$ cat src/rtl/mem_access_unit.sv
// Memory access unit: serialises 1- or 2-byte loads/stores onto a byte-wide
// data memory with a combinational read port, one byte per beat.
module mem_access_unit #(
   parameter int ADDR_W = 5,
   parameter int DATA_W = 8
) (
   input  logic                  clk,
   input  logic                  rst,
   input  logic                  req_valid,
   output logic                  req_ready,
   input  logic                  req_write,
   input  logic                  req_half,
   input  logic                  req_signed,
   input  logic [ADDR_W-1:0]     req_addr,
   input  logic [2*DATA_W-1:0]   req_wdata,
   output logic                  resp_valid,
   output logic [2*DATA_W-1:0]   resp_rdata,
   output logic                  mem_we,
   output logic [ADDR_W-1:0]     mem_addr,
   output logic [DATA_W-1:0]     mem_wdata,
   input  logic [DATA_W-1:0]     mem_rdata
);

   typedef enum logic [1:0] {IDLE, BEAT0, BEAT1, RESP} state_t;

   localparam logic [ADDR_W-1:0] ADDR_ONE = {{(ADDR_W-1){1'b0}}, 1'b1};

   state_t                state;
   logic                  lat_write;
   logic                  lat_half;
   logic                  lat_signed;
   logic [ADDR_W-1:0]     lat_addr;
   logic [2*DATA_W-1:0]   lat_wdata;
   logic [DATA_W-1:0]     lo_data;
   logic                  we_q;

   // A reset landing on a write beat must stop that write at the same edge,
   // so the registered enable is masked by rst.
   assign mem_we = we_q & ~rst;

   always_ff @(posedge clk) begin
      if (rst) begin
         state      <= IDLE;
         lat_write  <= 1'b0;
         lat_half   <= 1'b0;
         lat_signed <= 1'b0;
         lat_addr   <= '0;
         lat_wdata  <= '0;
         lo_data    <= '0;
         req_ready  <= 1'b1;
         resp_valid <= 1'b0;
         resp_rdata <= '0;
         we_q       <= 1'b0;
         mem_addr   <= '0;
         mem_wdata  <= '0;
      end else begin
         case (state)
            IDLE: begin
               if (req_valid) begin
                  state      <= BEAT0;
                  lat_write  <= req_write;
                  lat_half   <= req_half;
                  lat_signed <= req_signed;
                  lat_addr   <= req_addr;
                  lat_wdata  <= req_wdata;
                  req_ready  <= 1'b0;
                  we_q       <= req_write;
                  mem_addr   <= req_addr;
                  mem_wdata  <= req_wdata[DATA_W-1:0];
               end
            end
            BEAT0: begin
               lo_data <= lat_write ? '0 : mem_rdata;
               if (lat_half) begin
                  state     <= BEAT1;
                  we_q      <= lat_write;
                  mem_addr  <= lat_addr + ADDR_ONE;
                  mem_wdata <= lat_wdata[2*DATA_W-1:DATA_W];
               end else begin
                  state      <= RESP;
                  we_q       <= 1'b0;
                  mem_addr   <= '0;
                  mem_wdata  <= '0;
                  resp_valid <= 1'b1;
                  if (lat_write)
                     resp_rdata <= '0;
                  else
                     resp_rdata <= {{DATA_W{lat_signed & mem_rdata[DATA_W-1]}}, mem_rdata};
               end
            end
            BEAT1: begin
               state      <= RESP;
               we_q       <= 1'b0;
               mem_addr   <= '0;
               mem_wdata  <= '0;
               resp_valid <= 1'b1;
               resp_rdata <= lat_write ? '0 : {mem_rdata, lo_data};
            end
            RESP: begin
               state      <= IDLE;
               resp_valid <= 1'b0;
               resp_rdata <= '0;
               req_ready  <= 1'b1;
            end
            default: begin
               state     <= IDLE;
               req_ready <= 1'b1;
            end
         endcase
      end
   end

endmodule

$ cat config.mk
export PLATFORM = sky130hd
export DESIGN_NAME = mem_access_unit
export DESIGN_NICKNAME = d
export VERILOG_FILES = /design/src/rtl/mem_access_unit.sv
export SDC_FILE = /design/constraint.sdc
export NUM_CORES = 1
export LEC_CHECK = 0
export BUFFER_PORTS_ARGS = -buffer_cell sky130_fd_sc_hd__buf_4
export CAP_MARGIN = 0
export CELL_PAD_IN_SITES_DETAIL_PLACEMENT = 0
export CELL_PAD_IN_SITES_GLOBAL_PLACEMENT = 1
export CORE_ASPECT_RATIO = 0.9
export CORE_MARGIN = 2
export CORE_UTILIZATION = 34
export CTS_CLUSTER_SIZE = 25
export DETAILED_ROUTE_END_ITERATION = 6
export GPL_ROUTABILITY_DRIVEN = 0
export GPL_TIMING_DRIVEN = 0
export PLACE_DENSITY_LB_ADDON = 0.1
export SYNTH_ARGS = -nofsm -noshare
export SYNTH_HDL_FRONTEND = slang
export SYNTH_SLANG_ARGS = --single-unit
$ cat constraint.sdc
create_clock -name clk -period 1.8 [get_ports clk]
set_input_delay 0.36 -clock clk [delete_from_list [all_inputs] [get_ports clk]]
set_output_delay 0.36 -clock clk [all_outputs]
set_load 0.005 [all_outputs]
# After elaboration in Yosys (flattened, before gate mapping)
# Index checks and enable logic that the tools add are counted.
# Widths: inputs -> output; s select.
# word_totals
output_inout_bits	32
inputBits	35
wordCells	51
regBits	66
# op_classes
bitwise_logic	3
n_eq_ne	5
addsub	1
n_reduce_logical	8
mux	21
# ops
cell	n
$mux 16	3
$pmux 16 s3	1
$mux 8	3
$pmux 8 s3	1
$pmux 5 s3	1
$mux 5	2
$pmux 2 s4	1
$reduce_and 2->1	4
$pmux 1 s3	2
$reduce_bool 3->1	2
$add 5x1->5 const B	1
$mux 1	5
$eq 2x2->1 const B	2
$ne 2x2->1 const B	2
$and 1x1->1	2
$eq 2x1->1 const B	1
$logic_not 2->1	1
$mux 2	1
$pmux 1 s2	1
$reduce_bool 2->1	1
$not 1->1	1

# Logic depth before layout (Yosys ltp)
# Gate-level depths: netlist of run 1.
# logic_depth
ltp_word	4
ltp_mapped	7
ltp_nobuf	5

# Worst setup path before layout of run 1
# OpenSTA, ideal clock, no wires.
# synth_path
path_kind	register -> register
startpoint	register state[0]
endpoint	register mem_wdata[4]
setup_slack_ns	-0.036
n_path_buf	2
arrival_ns	1.705
setup_ns	0.132
synth_period_minus_slack_ns	1.836
path_stages_with_launch	8
required_time_ns	1.668
path_cell_list	dfxtp_1 -> inv_1 -> ha_1 -> and3_1 -> buf_2 -> buf_2 -> a2111oi_0 -> nor3_1
# synth_via
elab_chain_cells	3
word_cells_on_any_way	7
cone_classes	eq/ne (3); mux (1); reduce/logical (3)
# synth_rtl
item	line	rtl
start: declaration	28	state_t state;
start signal: assignment	43	state <= IDLE;
start signal: assignment	60	state <= BEAT0;
start signal: assignment	75	state <= BEAT1;
$eq 2x1->1, or another cell as far along	57	case (state)
$reduce_bool 3->1 (no line) / $ne 2x2->1 (equally long branches)	--	
$reduce_and 2->1 (no line)	--	
end signal: assignment	69	mem_wdata <= req_wdata[DATA_W-1:0];
end signal: assignment	78	mem_wdata <= lat_wdata[2*DATA_W-1:DATA_W];
end: declaration	20	output logic [DATA_W-1:0] mem_wdata,
# Parallel ways exist; a longest one is shown, timed or not.
# A chain may end at the register's enable or synchronous reset.

# Worst setup path in the final report of run 1
# layout_path
startpoint	register state[1]
endpoint	register mem_wdata[0]
# Same word-level chain as after synthesis.

==> results of run 1 <==
==> cells by family (layout without fill, tap and decap cells) <==
family	count (synthesis)	count (layout)	share of synthesized area (%)
buf+inv	28	108	4.39
mux	1	1	0.390
compound gates	93	93	21.5
xor+xnor	1	1	0.342
fa+ha+maj	6	6	2.93
simple gates	129	129	25.2
flops	58	58	45.3
==> sequential cells by signal, summed over array words and instances, names as in the netlist, 2 cells and up <==
signal      flops
mem_wdata       8
lat_wdata       8
mem_addr        5
state           2
resp_rdata     16
lat_addr        5
lo_data         8
==> worst max-delay path by stage <==
| stage | cells after the start | slack, ns | endpoint |
|---|---|---|---|
| 6_report | 6 | 0.06 | mem_wdata[0]$_SDFFE_PP0P_ |
| 5_1_grt | 7 | -0.006 | mem_wdata[6]$_SDFFE_PP0P_ |
| 4_1_cts | 6 | -0.01 | resp_rdata[11]$_SDFFE_PP0P_ |
| 3_5_place_dp | 7 | -0.21 | mem_addr[2]$_SDFFE_PP0P_ |
| 3_3_place_gp | 5 | -0.28 | resp_rdata[0]$_SDFFE_PP0P_ |
| 2_1_floorplan | 7 | 0.05 | mem_wdata[4]$_SDFFE_PP0P_ |
==> metal layers <==
layer	vias up	track usage (%)
met1	1096	28.0
met4	0	7.01
met5	-	0
met3	11	4.96
li1	1252	-
met2	58	27.2
==> cells in the mapped netlist (all sizes together) <==
| cell | count |
|---|---|
| dfxtp | 58 |
| a21oi | 57 |
| nand2 | 43 |
| nor2b | 25 |
| nor2 | 19 |
| clkbuf | 18 |
| nor3 | 14 |
| a2111oi | 12 |
| a211oi | 10 |
| and2 | 9 |
| o21ai | 9 |
| nor3b | 8 |
| buf | 6 |
| ha | 6 |
| nand3 | 5 |
| inv | 4 |
| a311oi | 2 |
| and2b | 2 |
| or3b | 2 |
| a21o | 1 |
| and3 | 1 |
| mux2i | 1 |
| nand2b | 1 |
| o211ai | 1 |
| o21bai | 1 |
| xor2 | 1 |
==> per-stage QoR <==
| step | total power [mW] | cells |
|---|---|---|
| after floorplan | 3.30 | 316 |
| after global placement | 4.22 | 477 |
| after detailed placement | 4.24 | 477 |
| after CTS | 5.72 | 494 |
| after global routing | 6.42 | 492 |
| final | 5.97 | 492 |
==> worst reg2reg max path: cells and delay by family (launching register included) <==
kind | cells | cell delay (ns)
buffers and inverters | 2 | 0.23
AO/OA/AOI/OAI | 1 | 0.52
AND/OR/NAND/NOR | 2 | 0.29
adder cells (fa/ha/maj) | 1 | 0.21
flip-flops | 1 | 0.36
==> layout make-up <==
class                           count  area, µm²  share of cell area, %
Sequential cell                    58       1170                   32.0
Inverter                            4       17.5                  0.480
Multi-Input combinational cell    230       1480                   40.6
Buffer                             19        115                   3.15
Clock inverter                      6       80.1                   2.19
Tap cell                           96        120                   3.29
Clock buffer                       10        138                   3.77
Timing Repair Buffer               69        531                   14.5
==> power by group through the flow <==
stage          clock network [mW]  registers, mW  logic (mW)
3_3_place_gp                    0           1.97        2.25
4_1_cts                      1.36           1.96        2.40
2_1_floorplan                   0           1.95        1.35
6_report                     1.34           1.97        2.66
5_1_grt                      1.43           2.03        2.96
3_5_place_dp                    0           1.97        2.26
==> what timing repair did <==
item                                    CTS  global route
setup buffers                             1             3
pin swaps                                 0             6
gates cloned                              0             0
gates resized for setup                  23            27
endpoints found under the setup margin   40            50
==> flow_summary.rst, run 1 <==
.. list-table::
   :header-rows: 1

   * - Metric
     - Value
   * - Run status
     - finished, final reports clean
   * - Max Clock Skew
     - 0.00462 ns
   * - Area growth, synth to finish
     - 42.4%
   * - Cells after Synth
     - 316
   * - Starting Density
     - 34.5%
   * - Setup crit start
     - state[1]$_SDFFE_PP0P_
   * - Floorplan core area
     - 7430 µm²
   * - Count of warnings emitted by yosys
     - 0
   * - Total power per unit cell area
     - 1630 nW/µm²
   * - Wire length on met1
     - 3780 µm
   * - Clock power share
     - 22.4%
   * - Share of total power in sequential cells
     - 33.1%
   * - Pre-CTS setup slack
     - -0.213 ns
   * - Required time at the endpoint of the critical path
     - approximately 2 ns
   * - Total iterations of the first detailed-routing run
     - 4
   * - Post-placement cell area
     - approximately 3200 µm²
   * - Leak Pwr
     - 1.47 nW
   * - Maximum fanout along the worst path
     - 7
   * - Number of levels the H-tree was split into
     - 3
   * - Total global-route track usage
     - 19.2%
   * - Initial drt markers
     - 112
   * - CTS Sinks
     - 58
   * - Slew HR
     - a little over half
   * - Hold Path Class
     - primary input to flop
   * - Highest-delay cell along the critical path
     - sky130_fd_sc_hd__a2111oi_0
   * - Setup Crit Path Kind
     - flop to flop
   * - Number of antenna violations at the first check in global routing
     - 0
   * - Die Y
     - 86.4 µm
   * - Site Rows
     - 30
   * - Cell depth of the worst flop-to-flop path
     - 6
   * - Transition at the pin with the smallest max-transition slack
     - 0.687 ns
   * - Total internal power
     - 3.81 mW
   * - Crit-path leading delay family
     - compound AO/OA/AOI/OAI gates
   * - TritonCTS clock tree
     - built
   * - Area contributors post-synth
     - sky130_fd_sc_hd__dfxtp_1, sky130_fd_sc_hd__a21oi_1, sky130_fd_sc_hd__nand2_1
   * - Routed wire length
     - 7480 µm
   * - Share of final-layout standard cells stronger than drive strength 1
     - 29.5%
   * - Syn Nets
     - 357
   * - Data arrival, critical path
     - 1.95 ns
   * - Reg2Reg Capture Point
     - mem_wdata[0]$_SDFFE_PP0P_
   * - Slew Viols, Final
     - 0
   * - VDD IR max
     - between 0.5 and 0.6 mV
   * - CP Launch Type
     - flop
   * - Hold Path Stages
     - 3
   * - Final WS setup
     - 0.0623 ns
   * - Cell type contributing the most total cell area after synthesis
     - sky130_fd_sc_hd__dfxtp_1
   * - Routed vias/inst
     - 4.91
   * - Number of global-route vias before repair
     - 2277
   * - Hold worst-path end
     - lat_wdata[15]$_SDFFE_PP0P_
   * - Number of buffers created by CTS
     - 9
   * - Beginning of the worst register-to-register path
     - state[1]$_SDFFE_PP0P_
   * - Endpoint kind of the worst setup timing path
     - flop
   * - Die ar.
     - 8250 µm²
   * - Met3 WL
     - 373 µm
   * - Fraction of power spent switching nets
     - 36.1%
   * - Most used cells in the layout excluding fill and tap cells
     - sky130_fd_sc_hd__buf_4, sky130_fd_sc_hd__a21oi_1, sky130_fd_sc_hd__dfxtp_1, sky130_fd_sc_hd__nand2_1, sky130_fd_sc_hd__nor2b_1
   * - Remaining global-route overflow
     - 0
   * - Critical-path cell list
     - inv_2 -> ha_4 -> and3_1 -> buf_6 -> a2111oi_0 -> nor3_1
   * - Most common library cell in the layout ignoring fill and taps
     - sky130_fd_sc_hd__buf_4
   * - Hold Startpoint
     - req_wdata[15]
   * - Maximum capacitance violations
     - 0
   * - Overall via count from detail_route
     - 2417
   * - Period utilisation layout
     - 96.5%
   * - Number of antenna diodes
     - 0
   * - Number of fill cells
     - 745
   * - Wire length of the first global-routing pass
     - roughly 12000 µm
   * - Final setup viols
     - 0
   * - Post-route standard cell area excluding fillers
     - between 3000 and 4000 µm²
   * - Syn_area_per_cell
     - 8.11 µm²
   * - Part of the power in combinational logic
     - 44.5%
   * - Yosys top cell area share
     - 45.3%
   * - Flop2flop setup slack
     - 0.06 ns
   * - Clock latency reported for the late side of the worst-skew pair
     - approximately 0.34 ns
   * - Period minus WS final
     - ~1.7 ns
   * - Die Width
     - around 96 µm
   * - FF+latch count, synth
     - 58
   * - Number of nets in the final layout
     - 432
   * - Utilization after layout
     - 49.1%
   * - Placed wire-length estimate after detailed placement
     - around 5300 µm
   * - Remaining design rule violation count
     - 0
   * - Bufs and invs on worst path
     - 2
   * - Net load switching power
     - 2.15 mW
   * - Maximum number of pins on one net before global-route repair
     - 11
   * - Post-route antenna net violation count
     - 0
   * - Highest routed layer
     - met4
   * - Netlist cell types
     - 27
   * - Largest buffer count on any clock path
     - 2
   * - Reg clk slew, reported paths
     - 0.07 ns
   * - Summed instance area of the synthesized netlist
     - 2560 µm²
   * - Worst hold margin
     - 0.260 ns
   * - Boundary pin count
     - 67
   * - Seq/Total Area, Yosys
     - 45.3%
   * - Port Buffers
     - 65
   * - Sum Neg Setup Slack
     - 0 ns
   * - Final Hold Vio Count
     - 0
   * - Max incr delay on CP
     - around 0.52 ns
   * - Met2 WL
     - 3200 µm
   * - Average wire per standard cell
     - 15.2 µm
   * - Cell at the root of the clock tree
     - sky130_fd_sc_hd__clkbuf_8
   * - # hold bufs at CTS
     - 0
   * - Max Clk Rate
     - approximately 0.58 GHz
No activity file was read; power rests on OpenSTA's default activity.
==> inputs of run 2 (changes only) <==
--- a/config.mk
+++ b/config.mk
@@ -11,7 +11,7 @@
 export CELL_PAD_IN_SITES_GLOBAL_PLACEMENT = 1
 export CORE_ASPECT_RATIO = 0.9
 export CORE_MARGIN = 2
-export CORE_UTILIZATION = 34
+export CORE_UTILIZATION = 41
 export CTS_CLUSTER_SIZE = 25
 export DETAILED_ROUTE_END_ITERATION = 6
 export GPL_ROUTABILITY_DRIVEN = 0
==> constraint.sdc (replaced) <==
create_clock -name clk -period 2.1 [get_ports clk]
set_input_delay 0.42 -clock clk [delete_from_list [all_inputs] [get_ports clk]]
set_output_delay 0.42 -clock clk [all_outputs]
set_load 0.005 [all_outputs]
==> flow_summary.rst, run 2 (synthesized netlist as in run 1, its figures left out) <==
.. list-table::
   :header-rows: 1

   * - Metric
     - Value
   * - Final Hold Vio Count
     - 0
   * - Maximum number of pins on one net before global-route repair
     - 11
   * - Most common library cell in the layout ignoring fill and taps
     - sky130_fd_sc_hd__buf_4
   * - Number of levels the H-tree was split into
     - 3
   * - Worst hold margin
     - 0.335 ns
   * - Required time at the endpoint of the critical path
     - 2.30 ns
   * - Slew Viols, Final
     - 0
   * - Number of global-route vias before repair
     - 2108
   * - Number of fill cells
     - roughly 630
   * - Placed wire-length estimate after detailed placement
     - 4920 µm
   * - Most used cells in the layout excluding fill and tap cells
     - sky130_fd_sc_hd__buf_4, sky130_fd_sc_hd__a21oi_1, sky130_fd_sc_hd__dfxtp_1, sky130_fd_sc_hd__nand2_1, sky130_fd_sc_hd__nor2b_1
   * - Run status
     - finished, final reports clean
   * - Total power per unit cell area
     - 1340 nW/µm²
   * - Area used by multi-input combinational logic
     - roughly 1400 µm²
   * - Termination of the worst setup path
     - we_q$_SDFFE_PP0P_
   * - Final setup viols
     - 0
   * - Cell at the root of the clock tree
     - sky130_fd_sc_hd__clkbuf_8
   * - Wire length of the first global-routing pass
     - 10700 µm
   * - Floorplan core area
     - about 6100 µm²
   * - Hold Path Class
     - primary input to flop
   * - Clock power share
     - 19.4%
   * - TritonCTS clock tree
     - built
   * - Post-route standard cell area excluding fillers
     - 3390 µm²
   * - Reg2Reg Capture Point
     - we_q$_SDFFE_PP0P_
   * - Data arrival, critical path
     - 2.19 ns
   * - Maximum fanout along the worst path
     - 10
   * - Clock latency reported for the late side of the worst-skew pair
     - approximately 0.33 ns
   * - Max Clock Skew
     - 0.00758 ns
   * - Beginning of the worst register-to-register path
     - state[0]$_SDFFE_PP0P_
   * - Flop2flop setup slack
     - between 0.1 and 0.15 ns
   * - Boundary pin count
     - 67
   * - Period utilisation layout
     - between 90% and 100%
   * - RSZ-0062 raised after global routing
     - yes
   * - Maximum capacitance violations
     - 0
   * - Die Y
     - 79.0 µm
   * - Transition at the pin with the smallest max-transition slack
     - 0.722 ns
   * - Number of antenna diodes
     - 0
   * - Initial drt markers
     - 86
   * - VDD IR max
     - ~0.53 mV
   * - Average wire per standard cell
     - roughly 15 µm
   * - Starting Density
     - 42.2%
   * - Largest buffer count on any clock path
     - 2
   * - CP Launch Type
     - flop
   * - Total iterations of the first detailed-routing run
     - 4
   * - Total global-route track usage
     - 20.5%
   * - Sum Neg Setup Slack
     - 0 ns
   * - Cell depth of the worst flop-to-flop path
     - 7
   * - Slew HR
     - between 50% and 60%
   * - Post-route antenna net violation count
     - 0
   * - Setup crit start
     - state[0]$_SDFFE_PP0P_
   * - Die Width
     - approximately 87 µm
   * - Port Buffers
     - 65
   * - # hold bufs at CTS
     - 0
   * - Total internal power
     - around 2.8 mW
   * - Setup Crit Path Kind
     - flop to flop
   * - Remaining global-route overflow
     - 0
   * - Largest register FFs
     - 16
   * - Max Clk Rate
     - between 0.5 and 0.6 GHz
   * - Part of the power in combinational logic
     - 43.8%
   * - Utilization after layout
     - 55.7%
   * - Area growth, synth to finish
     - 32.2%
   * - Overall via count from detail_route
     - ~2400
   * - Post-placement cell area
     - ~3100 µm²
   * - Register with the highest flop count
     - resp_rdata
   * - Fraction of power spent switching nets
     - 37.9%
   * - Reg clk slew, reported paths
     - 0.06 ns
   * - Endpoint kind of the worst setup timing path
     - flop
   * - Number of buffers created by CTS
     - 9
   * - Remaining design rule violation count
     - 0
   * - Die ar.
     - roughly 6900 µm²
   * - Number of nets in the final layout
     - 433
   * - Routed vias/inst
     - 5.16
   * - Period minus WS final
     - 1.99 ns
   * - Sequential Area
     - 1160 µm²
   * - Net load switching power
     - around 1.7 mW
   * - Leak Pwr
     - 1.39 nW
   * - CTS Sinks
     - 58
   * - Routed wire length
     - 6890 µm
   * - Hold Startpoint
     - req_wdata[15]
   * - Number of antenna violations at the first check in global routing
     - 0
   * - Site Rows
     - 27
   * - Share of final-layout standard cells stronger than drive strength 1
     - about a quarter
   * - Share of total power in sequential cells
     - 36.8%
-- run 2: routing by layer --
layer  share of wire (%)  global-route usage, %  up-vias  routed length [µm]
li1                    -                      -     1253                   -
met1                  53                   31.0     1103                3630
met2                  42                   27.7       60                2890
met3                 4.7                   5.61        5                 323
met4                0.77                   6.62        0                  53
met5                   0                      0        -                   0
-- run 2: power by group through the flow --
stage | clock [mW] | combinational (mW) | sequential (mW)
global route | 0.949 | 2.24 | 1.72
detailed placement | 0 | 1.87 | 1.69
CTS | 0.900 | 1.91 | 1.67
global placement | 0 | 1.85 | 1.68
floorplan | 0 | 1.11 | 1.67
finish | 0.880 | 1.99 | 1.67
-- run 2: area by class of cell --
| class | count | area share [%] |
|---|---|---|
| Buffer | 24 | 2.99 |
| Clock inverter | 6 | 0.960 |
| Clock buffer | 10 | 4.06 |
| Inverter | 4 | 0.443 |
| Timing Repair Buffer | 65 | 14.4 |
| Tap cell | 72 | 2.66 |
| Sequential cell | 58 | 34.3 |
| Multi-Input combinational cell | 230 | 40.2 |
-- run 2: repair_timing --
item / CTS / global route
gates resized for setup: 7 / 18
buffers inserted: 0 / 0
endpoints found under the setup margin: 7 / 12
-- run 2: critical path, stage by stage, from the launching register on --
cell	delay [ns]
sky130_fd_sc_hd__dfxtp_1	0.38
sky130_fd_sc_hd__inv_1	0.11
sky130_fd_sc_hd__ha_2	0.35
sky130_fd_sc_hd__and3_1	0.19
sky130_fd_sc_hd__buf_2	0.16
sky130_fd_sc_hd__buf_4	0.21
sky130_fd_sc_hd__a2111oi_2	0.38
sky130_fd_sc_hd__nor3_1	0.08
-- run 2: worst min-delay path by stage --
stage                            endpoint  slack (ns)  depth (start not counted)
6_report       lat_wdata[15]$_SDFFE_PP0P_        0.33                          3
2_1_floorplan  lat_wdata[10]$_SDFFE_PP0P_        0.43                          2
5_1_grt        lat_wdata[15]$_SDFFE_PP0P_        0.32                          3
3_5_place_dp   lat_wdata[14]$_SDFFE_PP0P_        0.45                          2
4_1_cts        lat_wdata[14]$_SDFFE_PP0P_        0.32                          3
3_3_place_gp   lat_wdata[14]$_SDFFE_PP0P_        0.44                          2
-- run 2: per-stage QoR --
step           cells  worst slack (ns)  power [mW]
2_1_floorplan    316             0.264        2.78
3_3_place_gp     453          -0.00332        3.53
3_5_place_dp     453           -0.0838        3.56
4_1_cts          469            0.0519        4.48
5_1_grt          469           -0.0572        4.91
6_report         469             0.112        4.55
==> inputs of run 3 (changes only) <==
--- a/config.mk
+++ b/config.mk
@@ -5,13 +5,14 @@
 export SDC_FILE = /design/constraint.sdc
 export NUM_CORES = 1
 export LEC_CHECK = 0
-export BUFFER_PORTS_ARGS = -buffer_cell sky130_fd_sc_hd__buf_4
+export ABC_AREA = 1
+export BUFFER_PORTS_ARGS = -buffer_cell sky130_fd_sc_hd__buf_2
 export CAP_MARGIN = 0
 export CELL_PAD_IN_SITES_DETAIL_PLACEMENT = 0
 export CELL_PAD_IN_SITES_GLOBAL_PLACEMENT = 1
 export CORE_ASPECT_RATIO = 0.9
 export CORE_MARGIN = 2
-export CORE_UTILIZATION = 41
+export CORE_UTILIZATION = 40
 export CTS_CLUSTER_SIZE = 25
 export DETAILED_ROUTE_END_ITERATION = 6
 export GPL_ROUTABILITY_DRIVEN = 0
==> flow_summary.rst, run 3 <==
.. list-table::
   :header-rows: 1

   * - Metric
     - Value
   * - Wire length of the first global-routing pass
     - 11500 µm
   * - Total iterations of the first detailed-routing run
     - 4
   * - Die ar.
     - 7520 µm²
   * - Seq/Total Area, Yosys
     - around 42%
   * - Post-synth top flop
     - sky130_fd_sc_hd__dfxtp_1
   * - Register with the highest flop count
     - resp_rdata
   * - Most Frequent Cell on Critical Path
     - sky130_fd_sc_hd__nor2_1
   * - Setup Crit Path Kind
     - flop to flop
   * - Slew HR
     - 81.8%
   * - Count of warnings emitted by yosys
     - 0
   * - Summed instance area of the synthesized netlist
     - 2740 µm²
   * - Die Width
     - 91.2 µm
   * - Crit-path leading delay family
     - simple AND/OR/NAND/NOR gates
   * - Total power
     - 5.04 mW
   * - VDD IR max
     - about 0.71 mV
   * - Hold Path Stages
     - 3
   * - Endpoint kind of the worst setup timing path
     - flop
   * - Area growth, synth to finish
     - 23.2%
   * - Boundary pin count
     - 67
   * - Area used by multi-input combinational logic
     - around 1200 µm²
   * - Reg clk slew, reported paths
     - around 0.060 ns
   * - Largest buffer count on any clock path
     - 2
   * - Number of antenna diodes
     - 0
   * - Remaining design rule violation count
     - 0
   * - Port Buffers
     - 65
   * - RSZ-0062 raised after global routing
     - no
   * - Die Y
     - between 80 and 90 µm
   * - Syn_area_per_cell
     - 7.25 µm²
   * - Largest register FFs
     - 16
   * - Sequential Area
     - roughly 1200 µm²
   * - Required time at the endpoint of the critical path
     - 2.32 ns
   * - Number of buffers created by CTS
     - 9
   * - Share of final-layout standard cells stronger than drive strength 1
     - 25.8%
   * - Post-CTS Setup Inserts
     - 0
   * - Number of levels the H-tree was split into
     - 3
   * - Number of nets in the final layout
     - 494
   * - Library cell with the highest instance count after synthesis
     - sky130_fd_sc_hd__nor2_1
   * - Placed instance count
     - 532
   * - Hold Path Class
     - primary input to flop
   * - Number of global-route vias before repair
     - between 2000 and 2500
   * - Cell depth of the worst flop-to-flop path
     - 7
   * - Most common library cell in the layout ignoring fill and taps
     - sky130_fd_sc_hd__nor2_1
   * - Floorplan core area
     - 6590 µm²
   * - Post-route antenna net violation count
     - 0
   * - Most used cells in the layout excluding fill and tap cells
     - sky130_fd_sc_hd__nor2_1, sky130_fd_sc_hd__buf_2, sky130_fd_sc_hd__dfxtp_1, sky130_fd_sc_hd__inv_1, sky130_fd_sc_hd__o21ai_0
   * - Number of cells in the finished layout apart from fillers
     - 548
   * - Overall via count from detail_route
     - ~2600
   * - Cell type contributing the most total cell area after synthesis
     - sky130_fd_sc_hd__dfxtp_1
   * - Sum Neg Setup Slack
     - 0 ns
   * - Placed wire-length estimate after detailed placement
     - 4950 µm
   * - Syn Nets
     - 418
   * - Data arrival, critical path
     - about 1.8 ns
   * - Routed wire length
     - 6950 µm
   * - TritonCTS clock tree
     - built
   * - Share of flip-flops with an asynchronous set or reset
     - 0%
   * - Transition at the pin with the smallest max-transition slack
     - 0.273 ns
   * - Total power per unit cell area
     - 1490 nW/µm²
   * - Number of antenna violations at the first check in global routing
     - 0
   * - Clock latency reported for the late side of the worst-skew pair
     - 0.33 ns
   * - Final Hold Vio Count
     - 0
   * - Cells after Synth
     - ~380
   * - Period minus WS final
     - 1.62 ns
   * - Number of fill cells
     - roughly 730
   * - Netlist cell types
     - 27
   * - Flop2flop setup slack
     - 0.48 ns
   * - Number of enable flip-flop cells after synthesis
     - 0
   * - Average wire per standard cell
     - ~13 µm
   * - Site Rows
     - 28
   * - Initial drt markers
     - between 100 and 150
   * - CP Launch Type
     - flop
   * - Area contributors post-synth
     - sky130_fd_sc_hd__dfxtp_1, sky130_fd_sc_hd__nor2_1, sky130_fd_sc_hd__o21ai_0
   * - Utilization after layout
     - 51.2%
   * - Max Clock Skew
     - 0.00743 ns
   * - Maximum fanout along the worst path
     - 10
   * - Most frequent cells after synthesis
     - sky130_fd_sc_hd__nor2_1, sky130_fd_sc_hd__dfxtp_1, sky130_fd_sc_hd__inv_1, sky130_fd_sc_hd__o21ai_0
   * - # hold bufs at CTS
     - 0
   * - Remaining global-route overflow
     - 0
   * - Bufs and invs on worst path
     - 2
   * - Period utilisation layout
     - 77.3%
   * - Maximum capacitance violations
     - 0
   * - Final setup viols
     - 0
   * - Slew Viols, Final
     - 0
   * - Max Clk Rate
     - around 0.6 GHz
   * - Worst path depth
     - 7
   * - Cell at the root of the clock tree
     - sky130_fd_sc_hd__clkbuf_8
   * - Maximum number of pins on one net before global-route repair
     - 11
   * - CTS-repair resized insts
     - 0
   * - CTS Sinks
     - slightly below 60
   * - Run status
     - finished, final reports clean
   * - Max incr delay on CP
     - 0.40 ns
   * - Highest-delay cell along the critical path
     - sky130_fd_sc_hd__dfxtp_1
   * - Total global-route track usage
     - 19.8%
   * - FF+latch count, synth
     - 58
   * - Yosys top cell area share
     - 42.5%
   * - Leak Pwr
     - around 1.7 nW
   * - Starting Density
     - about two fifths
   * - Critical-path cell list
     - inv_1 -> ha_1 -> nand3_2 -> buf_6 -> nor2_1 -> nor3_1 -> nor2_1
   * - Routed vias/inst
     - 4.66
## run 3: changes by cell type after synthesis, moves of 9 or more
cell                        previous run  this run
sky130_fd_sc_hd__nor2b_1              25         0
sky130_fd_sc_hd__o21ai_0               9        36
sky130_fd_sc_hd__a2111oi_0            12         0
sky130_fd_sc_hd__a211oi_1             10         0
sky130_fd_sc_hd__a21oi_1              57        35
sky130_fd_sc_hd__o21ai_2               0         9
sky130_fd_sc_hd__nor2_1               19        93
sky130_fd_sc_hd__clkbuf_1             18         0
sky130_fd_sc_hd__inv_1                 4        43
## run 3: path summary, 6_finish.rpt
kind                                     to                 startpoint
setup reg to reg   mem_addr[1]$_SDFFE_PP0P_      state[0]$_SDFFE_PP0P_
hold / removal      lat_signed$_SDFFE_PP0P_                 req_signed
hold reg to reg   lat_wdata[8]$_SDFFE_PP0P_  lat_wdata[8]$_SDFFE_PP0P_
setup / recovery   mem_addr[1]$_SDFFE_PP0P_      state[0]$_SDFFE_PP0P_
## run 3: cell families (layout without fill, tap and decap cells)
| logic type | after synthesis | after routing | share of synthesized area (%) |
|---|---|---|---|
| AO/OA/AOI/OAI | 84 | 84 | 16.6 |
| AND/OR/NAND/NOR | 162 | 162 | 25.5 |
| flip-flops | 58 | 58 | 42.5 |
| XOR/XNOR | 1 | 1 | 0.320 |
| buffers and inverters | 66 | 147 | 12.4 |
| adder cells (fa/ha/maj) | 6 | 6 | 2.74 |
## run 3: power breakdown
group	switching [mW]	internal (mW)	total, mW
clock network	0.426	0.613	1.04
registers	0.225	1.52	1.75
logic	1.34	0.918	2.25
total	1.99	3.05	5.04
## run 3: tightest hold or removal path: stages
cell and delay (ns):
sky130_fd_sc_hd__buf_2 0.07, sky130_fd_sc_hd__o21ai_0 0.07, sky130_fd_sc_hd__nor2_1 0.08
## run 3: metrics by stage
stage,setup slack (ns),hold slack (ns),cell area (µm²)
after floorplan,0.717,0.430,2740
after global placement,0.475,0.440,3170
after detailed placement,0.450,0.444,3170
after CTS,0.441,0.329,3370
after global routing,0.265,0.375,3370
final,0.477,0.339,3370
## run 3: layout make-up
type	count	area share (%)
Buffer	18	4.34
Clock buffer	14	4.83
Clock inverter	2	1.04
Inverter	48	5.72
Multi-Input combinational cell	253	36.6
Sequential cell	58	34.4
Tap cell	90	3.34
Timing Repair Buffer	65	9.65
## run 3: per-layer routing
metal | GRT usage (%) | share of wire, % | up-vias
met3 | 5.81 | 7.7 | 8
met2 | 30.0 | 43 | 77
met1 | 27.9 | 48 | 1115
li1 | - | - | 1353
met4 | 5.00 | 0.98 | 0
met5 | 0 | 0 | -
